--- src/rtl/vga_capture.sv ---
// vga_capture: recovers pixel coordinates from a VGA hsync/vsync/RGB stream, checks line and frame
// timing, and streams active pixels once locked. Define VGA_CAPTURE_CRC_EN to add a per-frame CRC-16.

module vga_capture #(
  parameter int H_ACTIVE    = 640,
  parameter int H_SYNC      = 96,
  parameter int H_BACK      = 48,
  parameter int H_TOTAL     = 800,
  parameter int V_ACTIVE    = 480,
  parameter int V_SYNC      = 2,
  parameter int V_BACK      = 33,
  parameter int V_TOTAL     = 525,
  parameter int SYNC_POL    = 0,
  parameter int LOCK_FRAMES = 2
) (
  input  logic        clk,
  input  logic        rst_n,
  input  logic        pix_en,
  input  logic        hsync,
  input  logic        vsync,
  input  logic [11:0] rgb,
  output logic        locked,
  output logic        pix_valid,
  output logic [11:0] pix_rgb,
  output logic [11:0] hpos,
  output logic [11:0] vpos,
  output logic        frame_start,
  output logic [11:0] h_meas,
  output logic [11:0] v_meas,
  output logic [7:0]  err_cnt
`ifdef VGA_CAPTURE_CRC_EN
  ,
  output logic [15:0] frame_crc,
  output logic        crc_valid
`endif
);

  localparam logic        POL       = (SYNC_POL != 0);
  localparam logic [11:0] CNT_MAX   = 12'hFFF;
  localparam logic [11:0] H_START   = 12'(H_SYNC + H_BACK);
  localparam logic [11:0] H_END     = 12'(H_SYNC + H_BACK + H_ACTIVE);
  localparam logic [11:0] V_START   = 12'(V_SYNC + V_BACK);
  localparam logic [11:0] V_END     = 12'(V_SYNC + V_BACK + V_ACTIVE);
  localparam logic [12:0] H_NOM     = 13'(H_TOTAL);
  localparam logic [12:0] V_NOM     = 13'(V_TOTAL);
  localparam logic [7:0]  GOOD_LAST = 8'(LOCK_FRAMES - 1);

  typedef enum logic [1:0] {SEARCH, CHECK, LOCKED} state_t;

  state_t      state;
  logic [7:0]  good;
  logic        hs_q, vs_q;
  logic [11:0] hcnt, vcnt;

  logic        hs_edge, vs_edge;
  logic        line_err, frame_err, any_err;
  logic        lock_gain, lock_next, in_window;
  logic [12:0] h_len, v_len;
  logic [11:0] hcnt_nxt, vcnt_nxt;

  // Edge detection, measurement and the coordinates this strobe's pixel belongs to.
  always_comb begin
    hs_edge   = pix_en && (hsync == POL) && (hs_q != POL);
    vs_edge   = pix_en && (vsync == POL) && (vs_q != POL);
    h_len     = {1'b0, hcnt} + 13'd1;
    v_len     = {1'b0, vcnt} + 13'd1;
    line_err  = hs_edge && (h_len != H_NOM);
    frame_err = vs_edge && (v_len != V_NOM);
    any_err   = line_err || frame_err;

    if (hs_edge)
      hcnt_nxt = '0;
    else if (hcnt == CNT_MAX)
      hcnt_nxt = hcnt;
    else
      hcnt_nxt = hcnt + 12'd1;

    if (vs_edge)
      vcnt_nxt = '0;
    else if (hs_edge && (vcnt != CNT_MAX))
      vcnt_nxt = vcnt + 12'd1;
    else
      vcnt_nxt = vcnt;

    lock_gain = (state == CHECK) && vs_edge && !any_err && (good == GOOD_LAST);
    lock_next = ((state == LOCKED) && !any_err) || lock_gain;
    in_window = (hcnt_nxt >= H_START) && (hcnt_nxt < H_END) &&
                (vcnt_nxt >= V_START) && (vcnt_nxt < V_END);
  end

  // Lock FSM: errors only count while LOCKED; CHECK silently restarts its good-frame run.
  always_ff @(posedge clk or negedge rst_n) begin
    if (!rst_n) begin
      state   <= SEARCH;
      good    <= '0;
      err_cnt <= '0;
      locked  <= 1'b0;
    end else if (pix_en) begin
      locked <= lock_next;
      case (state)
        SEARCH: begin
          if (vs_edge) begin
            state <= CHECK;
            good  <= '0;
          end
        end
        CHECK: begin
          if (any_err) begin
            good <= '0;
          end else if (vs_edge) begin
            if (lock_gain) begin
              state <= LOCKED;
              good  <= '0;
            end else begin
              good <= good + 8'd1;
            end
          end
        end
        LOCKED: begin
          if (any_err) begin
            state <= SEARCH;
            if (err_cnt != 8'hFF)
              err_cnt <= err_cnt + 8'd1;
          end
        end
        default: state <= SEARCH;
      endcase
    end
  end

  // Sync history resets to the asserted level so a reset inside a sync pulse yields no false edge.
  always_ff @(posedge clk or negedge rst_n) begin
    if (!rst_n) begin
      hs_q        <= POL;
      vs_q        <= POL;
      hcnt        <= '0;
      vcnt        <= '0;
      h_meas      <= '0;
      v_meas      <= '0;
      frame_start <= 1'b0;
      pix_valid   <= 1'b0;
      pix_rgb     <= '0;
      hpos        <= '0;
      vpos        <= '0;
    end else begin
      pix_valid   <= 1'b0;
      frame_start <= 1'b0;
      if (pix_en) begin
        hs_q <= hsync;
        vs_q <= vsync;
        hcnt <= hcnt_nxt;
        vcnt <= vcnt_nxt;
        if (hs_edge)
          h_meas <= h_len[12] ? CNT_MAX : h_len[11:0];
        if (vs_edge) begin
          v_meas      <= v_len[12] ? CNT_MAX : v_len[11:0];
          frame_start <= 1'b1;
        end
        if (in_window && lock_next) begin
          pix_valid <= 1'b1;
          pix_rgb   <= rgb;
          hpos      <= hcnt_nxt - H_START;
          vpos      <= vcnt_nxt - V_START;
        end
      end
    end
  end

`ifdef VGA_CAPTURE_CRC_EN
  function automatic logic [15:0] crc_step12(input logic [15:0] crc_in, input logic [11:0] data);
    logic [15:0] c;
    logic        fb;
    c = crc_in;
    for (int i = 11; i >= 0; i--) begin
      fb = c[15] ^ data[i];
      c  = {c[14:0], 1'b0};
      if (fb)
        c = c ^ 16'h1021;
    end
    return c;
  endfunction

  logic [15:0] crc_acc;

  // A frame's CRC is published only if the frame was captured entirely under lock.
  always_ff @(posedge clk or negedge rst_n) begin
    if (!rst_n) begin
      crc_acc   <= 16'hFFFF;
      frame_crc <= '0;
      crc_valid <= 1'b0;
    end else begin
      crc_valid <= 1'b0;
      if (pix_en) begin
        if (vs_edge) begin
          crc_acc <= 16'hFFFF;
          if (state == LOCKED) begin
            frame_crc <= crc_acc;
            crc_valid <= 1'b1;
          end
        end else if (in_window && lock_next) begin
          crc_acc <= crc_step12(crc_acc, rgb);
        end
      end
    end
  end
`endif

endmodule
--- config.mk ---
export PLATFORM = sky130hd
export DESIGN_NAME = vga_capture
export DESIGN_NICKNAME = d
export VERILOG_FILES = /design/src/rtl/vga_capture.sv
export SDC_FILE = /design/constraint.sdc
export NUM_CORES = 1
export LEC_CHECK = 0
export ABC_AREA = 1
export BUFFER_PORTS_ARGS = -buffer_cell sky130_fd_sc_hd__buf_4
export CAP_MARGIN = 10
export CORE_UTILIZATION = 25
export CTS_BUF_LIST = sky130_fd_sc_hd__clkbuf_4 sky130_fd_sc_hd__clkbuf_8
export CTS_CLUSTER_DIAMETER = 100
export DETAILED_ROUTE_END_ITERATION = 16
export PLACE_DENSITY = 0.4
export SLEW_MARGIN = 30
export SYNTH_ARGS = -nofsm -noshare
export SYNTH_HDL_FRONTEND = slang
export SYNTH_SLANG_ARGS = --single-unit
--- constraint.sdc ---
create_clock -name clk -period 5.7 [get_ports clk]
set_input_delay 0.285 -clock clk [delete_from_list [all_inputs] [get_ports clk]]
set_output_delay 0.285 -clock clk [all_outputs]
set_load 0.01 [all_outputs]
* Yosys cells after proc, flatten, opt, wreduce, memory -nomap -nowiden *
Index checks and enable logic that the tools add are counted.

storage, ports and cells
  RAM bits = 0
  bits in read-only memories = 0
  register bits = 107
  memories kept = 0
  output and inout bits = 71
  logic and storage cells = 90
  bits in latches = 0

cells by class
  multiplexer cells = 21
  bitwise gates (word level) = 2
  reduce and logical (&&, ||, !) cells = 26
  magnitude comparators = 4
  shifts and indexed selects = 0
  $add $sub $neg = 8
  equal/unequal tests = 14
  multiply operators = 0
  div/mod/pow operators = 0

operator list
  kind                   number
  $mux 12                6
  $mux 8                 4
  $add 12x1->13 const B  2
  $ne 13x10->1 const B   2
  $add 12x1->12 const B  2
  $lt 12x10->1 const B   2
  $add 8x1->8 const B    2
  $pmux 8 s2             1
  $logic_and 1x1->1      15
  $eq 12x12->1 const B   1
  $ge 12x6->1 const B    1
  $ge 12x8->1 const B    1
  $ne 12x12->1 const B   1
  $sub 12x6->12 const B  1
  $sub 12x8->12 const B  1
  $mux 2                 5
  $ne 2x2->1 const B     5
  $eq 8x1->1 const B     1
  $ne 8x8->1 const B     1
  $reduce_and 4->1       2
  $pmux 2 s3             1
  $reduce_and 2->1       3
  $reduce_and 6->1       1
  $mux 1                 4
  other kinds (8)        10

* Logic depth before layout (Yosys ltp) *
Gate-level depths: netlist (run 1).

  word-level depth = 12
  mapped depth = 20
  gate-level depth less buffers = 19

* Worst setup path before layout (run 1) *
OpenSTA, ideal clock, no wires.

  path kind = reg2reg
  start point = register vcnt[0]
  end point = register hpos[0]
  arrival time = 2503 ps
  buffers on the path = 2
  path slack = 3074 ps
  data required time = 5577 ps
  clock period less this slack = 2626 ps
  stages on the path, launching flop included = 20
  setup time = 123 ps
  cell sequence = dfrtp_1 > ha_1 > nand2_2 > nor2_4 > nand3_4 > nand2_4 > buf_6 > nand2_1 > nand2_1 > nor2_1 > ha_1 > inv_1 > nand2_1 > nor2_2 > nand3_2 > nand2_2 > nand3_4 > buf_2 > o21ai_0 > nand2_1

on the way
  elaborated cells between the ends (all ways) = 20
  those cells by class = add/sub: 2; order compare: 2; eq/ne: 2; mux: 2; reduce/logical: 12

RTL lines
  what                                                   line  RTL
  from (decl)                                            53    logic [11:0] hcnt, vcnt;
  from (signal assigned)                                 152   vcnt <= vcnt_nxt;
  branches (longest 2 deep; another with $add 12x1->12)  -
  $mux 12 *                                              80    else if (hs_edge && (vcnt != CNT_MAX))
  $mux 12 *                                              78    if (vs_edge)
  named net vcnt_nxt[1]                                  59    logic [11:0] hcnt_nxt, vcnt_nxt;
  $ge 12x6->1                                            88    (vcnt_nxt >= V_START) && (vcnt_nxt < V_END);
  $logic_and 1x1->1                                      87    in_window = (hcnt_nxt >= H_START) && (hcnt_nxt < H_END) &&
  $logic_and 1x1->1 *                                    88
  $logic_and 1x1->1 *                                    159   if (in_window && lock_next) begin
  $reduce_and 2->1 (no source line) *                    -
  to (signal assigned)                                   162   hpos <= hcnt_nxt - H_START;
  to (decl)                                              25    output logic [11:0] hpos,

Mark *: on every way through the listed nets, which the timed path passes.
A chain may end at the register's enable or synchronous reset.

* Worst setup path after layout (run 1) *
  start point = register hcnt[1]
  end point = register vpos[4]

on the way
  word-level cells in the longest chain between the ends = 10
  elaborated cells between the ends (all ways) = 20
  those cells by class = add/sub: 2; order compare: 2; eq/ne: 2; mux: 2; reduce/logical: 12

RTL lines
  what                                                   line  RTL
  from (decl)                                            53
  from (signal assigned)                                 151   hcnt <= hcnt_nxt;
  branches (longest 8 deep; another with $add 12x1->12)  -
  $logic_and 1x1->1 *                                    159
  $reduce_and 2->1 (no source line) *                    -
  to (signal assigned)                                   163   vpos <= vcnt_nxt - V_START;
  to (decl)                                              26    output logic [11:0] vpos,

Every way passes the cells marked *.

==> results of run 1 <==
[power by group through the flow]
stage | Clock, uW | Combinational [uW] | Sequential [uW]
final | 526 | 556 | 939
after global routing | 581 | 634 | 954
after CTS | 558 | 568 | 940
after detailed placement | 0 | 565 | 954
after global placement | 0 | 569 | 959
after floorplan | 0 | 340 | 952
[cells in the mapped netlist (4+ instances only)]
cell type / instances / share of area, %
nor2_2: 5 / 0.53
a2bb2oi_1: 9 / 1.3
buf_6: 4 / 0.76
a21oi_1: 4 / 0.34
clkbuf_1: 6 / 0.38
buf_1: 4 / 0.25
xnor2_1: 7 / 1.0
o21bai_1: 7 / 0.89
nand2_1: 251 / 16
inv_2: 11 / 0.70
nor2_4: 7 / 1.3
nor2_1: 58 / 3.7
xor2_1: 14 / 2.1
nand4_1: 10 / 1.1
nand3b_1: 5 / 0.63
buf_2: 4 / 0.34
ha_1: 9 / 1.9
o21ai_1: 25 / 2.1
dfrtp_1: 107 / 45
nand3_1: 53 / 4.5
inv_1: 57 / 3.6
nand2_2: 27 / 2.9
o21ai_0: 36 / 3.0
nand3_2: 5 / 0.85
[worst min-delay path, delay by kind of cell]
kind	cells	cell delay [ns]
and+or+nand+nor	2	0.09
buffers and inverters	1	0.08
[kinds of logic after synthesis]
| logic type | synth area share (%) |
|---|---|
| AND/OR/NAND/NOR | 33.6 |
| flip-flops | 45.3 |
| AO/OA/AOI/OAI | 9.18 |
| buffers and inverters | 6.41 |
| XOR/XNOR | 3.39 |
| adder cells (fa/ha/maj) | 1.90 |
| multiplexers | 0.190 |
[metal layers]
layer / track usage, % / up-vias / share of wire [%]
met2: 23.6 / 75 / 47
li1: - / 2586 / -
met1: 20.4 / 2378 / 49
met4: 2.94 / 0 / 0.88
met3: 3.36 / 9 / 3.4
met5: 0 / - / 0
[how the worst max path moves through the flow]
stage / endpoint / slack (ns) / cells past startpoint
after floorplan: hpos[0] / 3.07 / 19
after global placement: vpos[7] / 1.60 / 19
after detailed placement: vpos[4] / 1.53 / 19
after CTS: vpos[4] / 1.82 / 16
after global routing: vpos[4] / 1.48 / 16
final: vpos[4] / 1.87 / 16
[through the flow]
step | utilization [%] | cells | hold WS [ns] | setup slack (ns)
after floorplan | - | 756 | -0.0106 | 3.07
after global placement | 30.0 | 1139 | 0.468 | 1.60
after detailed placement | 30.1 | 1140 | 0.308 | 1.53
after CTS | 31.1 | 1157 | 0.0515 | 1.82
after global routing | 31.1 | 1157 | 0.0527 | 1.48
final | 31.1 | 1157 | 0.0793 | 1.87
[area by class of cell]
type / instances / area share, %
multi-input cells: 558 / 40.3
flip-flops and latches: 107 / 37.6
repair buffers: 92 / 9.90
well taps: 313 / 5.49
inverters: 71 / 3.74
clock buffers: 10 / 1.84
clock inverters: 6 / 1.14
[registers in the layout, indices dropped and copies added, names as in the netlist, 2 cells and up]
signal   cells
v_meas      12
vcnt        12
good         8
err_cnt      8
hpos        12
state        2
h_meas      12
vpos        12
hcnt        12
pix_rgb     12
==> qor.txt, run 1 <==
most frequent cells in the layout = nand2_1, dfrtp_1, buf_4
First-pass DRT Iterations = 5
post-CTS sizing = 0
CP required = 6.04 ns
layout cell share with drive strength beyond 1 = 20.9%
DR DRC count = 0
width of the chip = 156 microns
Die Span Y = 156 microns
Worst Setup SP = hcnt[1]
vias = 5048
syn nets = 782
Clk pin slew, worst setup/hold paths = 0.12 ns
critical path arrival = 4.17 ns
vias in the first global route = 5043
Sink Count = 107
Hold Fails Final Rpt = 0
antenna violations before repair = 0
reg2reg path depth = 16
Iter 0 DRT Violations = 201
top_reg_cell synth = dfrtp_1
Clock power frac = 26.0%
Final Net Count = 865
Ant. Diodes = 0
Pwr Total = 2020 uW
CP delay by family, top = simple AND/OR/NAND/NOR gates
Register Area = 0.00268 sq mm
post-route cell area = 0.00713 sq mm
syn avg cell area = 7.82 sq um
Clock Skews = 0.0143 ns
FF+latch count, synth = 107
port bufs = 87
CP Capture Type = flop
row count = 55
core area = 0.0229 sq mm
relative slew slack = 53.8%
Max-cap violations = 0
NetSw = 742 uW
worst reg2reg setup slack = 1.87 ns
Post-Route WL = 17200 microns
Slowest-stage cell, CP = nor2_8
yosys warns = 0
Pins Over Slew Limit = 0
CTS buffer count = 9
Flop pwr share = 46.5%
maximum vdd drop = 119 uV
status = completed
post-route minimum period = 3.83 ns
final setup fails = 0
hold depth = 3
Total GRT Usage = 14.8%
fraction of registers with async set/reset = 100%
Crit Path Class = flop to flop
postcts setup bufs = 0
root buffer cell = clkbuf_8
Worst Tran Pin Value = 0.686 ns
combinational power share = 27.5%
setup TNS = 0 ns
fmax = 0.261 GHz
number of synthesized flops with an enable pin = 0
area of the multi-input gates = 0.00287 sq mm
CTS tree = yes
hold_buf cts = 1
CP cell instances = ha_1 -> nand3_4 -> inv_2 -> nand3_1 -> nand2_1 -> nand2_1 -> ha_1 -> a21oi_2 -> nor2_1 -> nand2_1 -> inv_2 -> nor2_4 -> nand3_4 -> nor2_8 -> nand2_1 -> nand2_1
Area growth syn-to-layout = 20.5%
largest net degree at the start of global routing = 42
first-pass GRT wire length = 27700 microns
GR Overflow Total = 0
filler instances = 2484
slowest stage delay, CP = 0.59 ns
hold endpoint = pix_rgb[4]
Reg2Reg Launch Point = hcnt[1]
worst-skew pair later-pin latency = 0.40 ns
Worst Hold Launch = rgb[4]
HPWL after DPL = 12700 microns
unrepaired setup endpoints after global routing = false
die area = 0.0243 sq mm
fin crit share = 67.2%
Worst Hold Class = input port to flop
vias per cell = 4.36
Seq/Total Area, Yosys = 45.3%
Post-Syn Area = 0.00591 sq mm
most frequent CP cell = nand2_1
synthesized instance count = 756
synth unique cells = 41
Sw Share = 36.7%
Routed WL per cell = 14.9 microns
commonest non-fill, non-tap cell in the layout = nand2_1
CP bufs+invs = 2
starting density of the core = 25.8%
H-tree Lvls = 3
placed instance area = 0.00691 sq mm
routability cong. = 0.814
Clock Path Buffers = 2
Startpoint Class = flop
Pint = 1280 uW
# IOs = 88
worst-path fanout max = 36
Leak Pwr = 0.00373 uW
reg-to-reg endpoint = vpos[4]
Routed Antenna Nets = 0
power per cell area = 283 mW/mm^2
No activity file was read; power rests on OpenSTA's default activity.
==> run 2, diff against run 1 <==
--- a/config.mk
+++ b/config.mk
@@ -12,7 +12,7 @@
 export CTS_BUF_LIST = sky130_fd_sc_hd__clkbuf_4 sky130_fd_sc_hd__clkbuf_8
 export CTS_CLUSTER_DIAMETER = 100
 export DETAILED_ROUTE_END_ITERATION = 16
-export PLACE_DENSITY = 0.4
+export PLACE_DENSITY = 0.42
 export SLEW_MARGIN = 30
 export SYNTH_ARGS = -nofsm -noshare
 export SYNTH_HDL_FRONTEND = slang
==> constraint.sdc (replaced) <==
create_clock -name clk -period 3.1 [get_ports clk]
set_input_delay 0.155 -clock clk [delete_from_list [all_inputs] [get_ports clk]]
set_output_delay 0.155 -clock clk [all_outputs]
set_load 0.01 [all_outputs]
==> run 2 against run 1 <==
Against the previous run:
- sequential share of layout area shrank 1.5 points
- global-route usage shrank 0.14 points
- register-to-register slack lost 1.6 ns
- final cell count grew 3.2%
- flip-flop and latch count is the same
- non-clock buffer count grew 37
- clock skew grew 0.0075 ns
- die area is the same
- critical path depth grew 1
- via count grew 2.3%
- critical endpoint is now hpos[1]
- largest cell class unchanged
==> qor.txt, run 2 (synthesized netlist as in run 1, its figures left out) <==
Placed Cells incl. Taps = 1160 (was 1140)
Routed WL per cell = 14.1 microns (was 14.9 microns)
Sink Count = 107 (unchanged)
Iter 0 DRT Violations = 293 (was 201)
most frequent cells in the layout = nand2_1, buf_4, dfrtp_1 (was nand2_1, dfrtp_1, buf_4)
Ant. Diodes = 0 (unchanged)
Clk pin slew, worst setup/hold paths = 0.11 ns (was 0.12 ns)
Pwr Total = 3690 uW (was 2020 uW)
post-route minimum period = 2.78 ns (was 3.83 ns)
width of the chip = 156 microns (unchanged)
relative slew slack = 50.2% (was 53.8%)
Worst Tran Pin Value = 0.747 ns (was 0.686 ns)
reg2reg path depth = 17 (was 16)
Placement Setup Slack = 0.215 ns (was 1.53 ns)
row count = 55 (unchanged)
first-pass GRT wire length = 27800 microns (was 27700 microns)
largest net degree at the start of global routing = 55 (was 42)
hold endpoint = hcnt[2] (was pix_rgb[4])
Die Span Y = 156 microns (unchanged)
power per cell area = 497 mW/mm^2 (was 283 mW/mm^2)
routability cong. = 0.805 (was 0.814)
Leak Pwr = 0.00388 uW (was 0.00373 uW)
GR Overflow Total = 0 (unchanged)
port bufs = 87 (unchanged)
Area growth syn-to-layout = 25.6% (was 20.5%)
antenna violations before repair = 0 (unchanged)
worst-path fanout max = 13 (was 36)
setup TNS = 0 ns (unchanged)
die area = 0.0243 sq mm (unchanged)
Reg2Reg Launch Point = hcnt[1] (unchanged)
vias = 5163 (was 5048)
# IOs = 88 (unchanged)
HPWL after DPL = 12600 microns (was 12700 microns)
CTS tree = yes (unchanged)
critical path arrival = 3.11 ns (was 4.17 ns)
final setup fails = 0 (unchanged)
core area = 0.0229 sq mm (unchanged)
status = completed (unchanged)
CP required = 3.43 ns (was 6.04 ns)
CTS buffer count = 9 (unchanged)
H-tree Lvls = 3 (unchanged)
Startpoint Class = flop (unchanged)
Clock Path Buffers = 2 (unchanged)
commonest non-fill, non-tap cell in the layout = nand2_1 (unchanged)
First-pass DRT Iterations = 4 (was 5)
vias in the first global route = 5260 (was 5043)
vias per cell = 4.32 (was 4.36)
fmax = 0.360 GHz (was 0.261 GHz)
Worst Hold Launch = pix_en (was rgb[4])
Hold Fails Final Rpt = 0 (unchanged)
Routed Antenna Nets = 0 (unchanged)
root buffer cell = clkbuf_8 (unchanged)
Total GRT Usage = 14.7% (was 14.8%)
DR DRC count = 0 (unchanged)
Clock Skews = 0.0217 ns (was 0.0143 ns)
Pins Over Slew Limit = 0 (unchanged)
worst reg2reg setup slack = 0.32 ns (was 1.87 ns)
Post-Layout Cell Count = 1194 (was 1157)
Post-Route WL = 16900 microns (was 17200 microns)
maximum vdd drop = 241 uV (was 119 uV)
worst-skew pair later-pin latency = 0.40 ns (about the same)
Crit Path Class = flop to flop (unchanged)
fin crit share = 89.7% (was 67.2%)
CP Capture Type = flop (unchanged)
Worst Hold Class = input port to flop (unchanged)
PnR worst setup slack = 0.318 ns (was 1.87 ns)
hold depth = 3 (unchanged)
Final Net Count = 902 (was 865)
starting density of the core = 25.8% (unchanged)
Max-cap violations = 0 (unchanged)
layout cell share with drive strength beyond 1 = 22.9% (was 20.9%)
unrepaired setup endpoints after global routing = false (unchanged)
reg-to-reg endpoint = hpos[1] (was vpos[4])
==> run 2: cell types whose count changed in the layout (fill, tap and decap cells not counted), sizes merged <==
cell,previous run,this run
inv,71,72
buf,91,114
bufinv,1,0
dlygate4sd3,1,15
==> run 2: metal layers <==
metal / GRT usage, % / vias to the layer above / share of wire (%)
li1: - / 2660 / -
met1: 19.0 / 2423 / 47
met2: 25.0 / 75 / 49
met3: 2.81 / 5 / 3.2
met4: 3.45 / 0 / 0.65
met5: 0 / - / 0
==> run 2: how the worst max path moves through the flow <==
stage	end	start	cells after the start
2_1_floorplan	hpos[0]	vcnt[0]	19
6_report	hpos[1]	hcnt[1]	17
5_1_grt	hpos[0]	hcnt[1]	16
3_5_place_dp	pix_rgb[1]	hcnt[1]	17
4_1_cts	hpos[1]	hcnt[1]	17
3_3_place_gp	pix_rgb[0]	hcnt[1]	17
==> run 2: area by class of cell <==
cell class	instances	area (sq um)
clock buffers	10	138
multi-input cells	558	2880
clock inverters	6	55.1
repair buffers	129	1020
well taps	313	392
fillers	2475	15500
inverters	71	267
flip-flops and latches	107	2680
==> run 2: report_power, final <==
part           switching (uW)  leakage, uW  total (uW)  internal (uW)
Combinational             638      0.00237        1080            447
Clock                     557    0.0000998         890            333
Sequential                159      0.00141        1710           1560
==> run 2: metrics by stage <==
stage	utilization (%)	hold slack (ns)	instance area, sq um
after global placement	30.8	0.287	7060
after global routing	32.4	0.0679	7430
after floorplan	-	-0.141	5910
final	32.4	0.0807	7430
after CTS	32.3	0.0583	7400
after detailed placement	30.8	0.291	7060
==> run 2: what timing repair did <==
item,in CTS,in global routing
hold buffers,15,0
endpoints found under the setup margin,0,30
gates resized for setup,0,3
endpoints found under the hold margin,67,0
setup buffers,0,3
==> run 2: critical path, cell delays in order, from the launching register on <==
cell	delay, ns
dfrtp_1	0.43
ha_2	0.25
nand3_4	0.12
inv_2	0.09
nand3_1	0.09
nand2_1	0.13
nand2_1	0.16
ha_1	0.30
a21oi_2	0.18
nor2_1	0.09
nand2_1	0.07
inv_2	0.04
nor2_4	0.12
nand3_4	0.11
nor2_8	0.20
buf_4	0.20
nand2_1	0.07
nand2_1	0.06
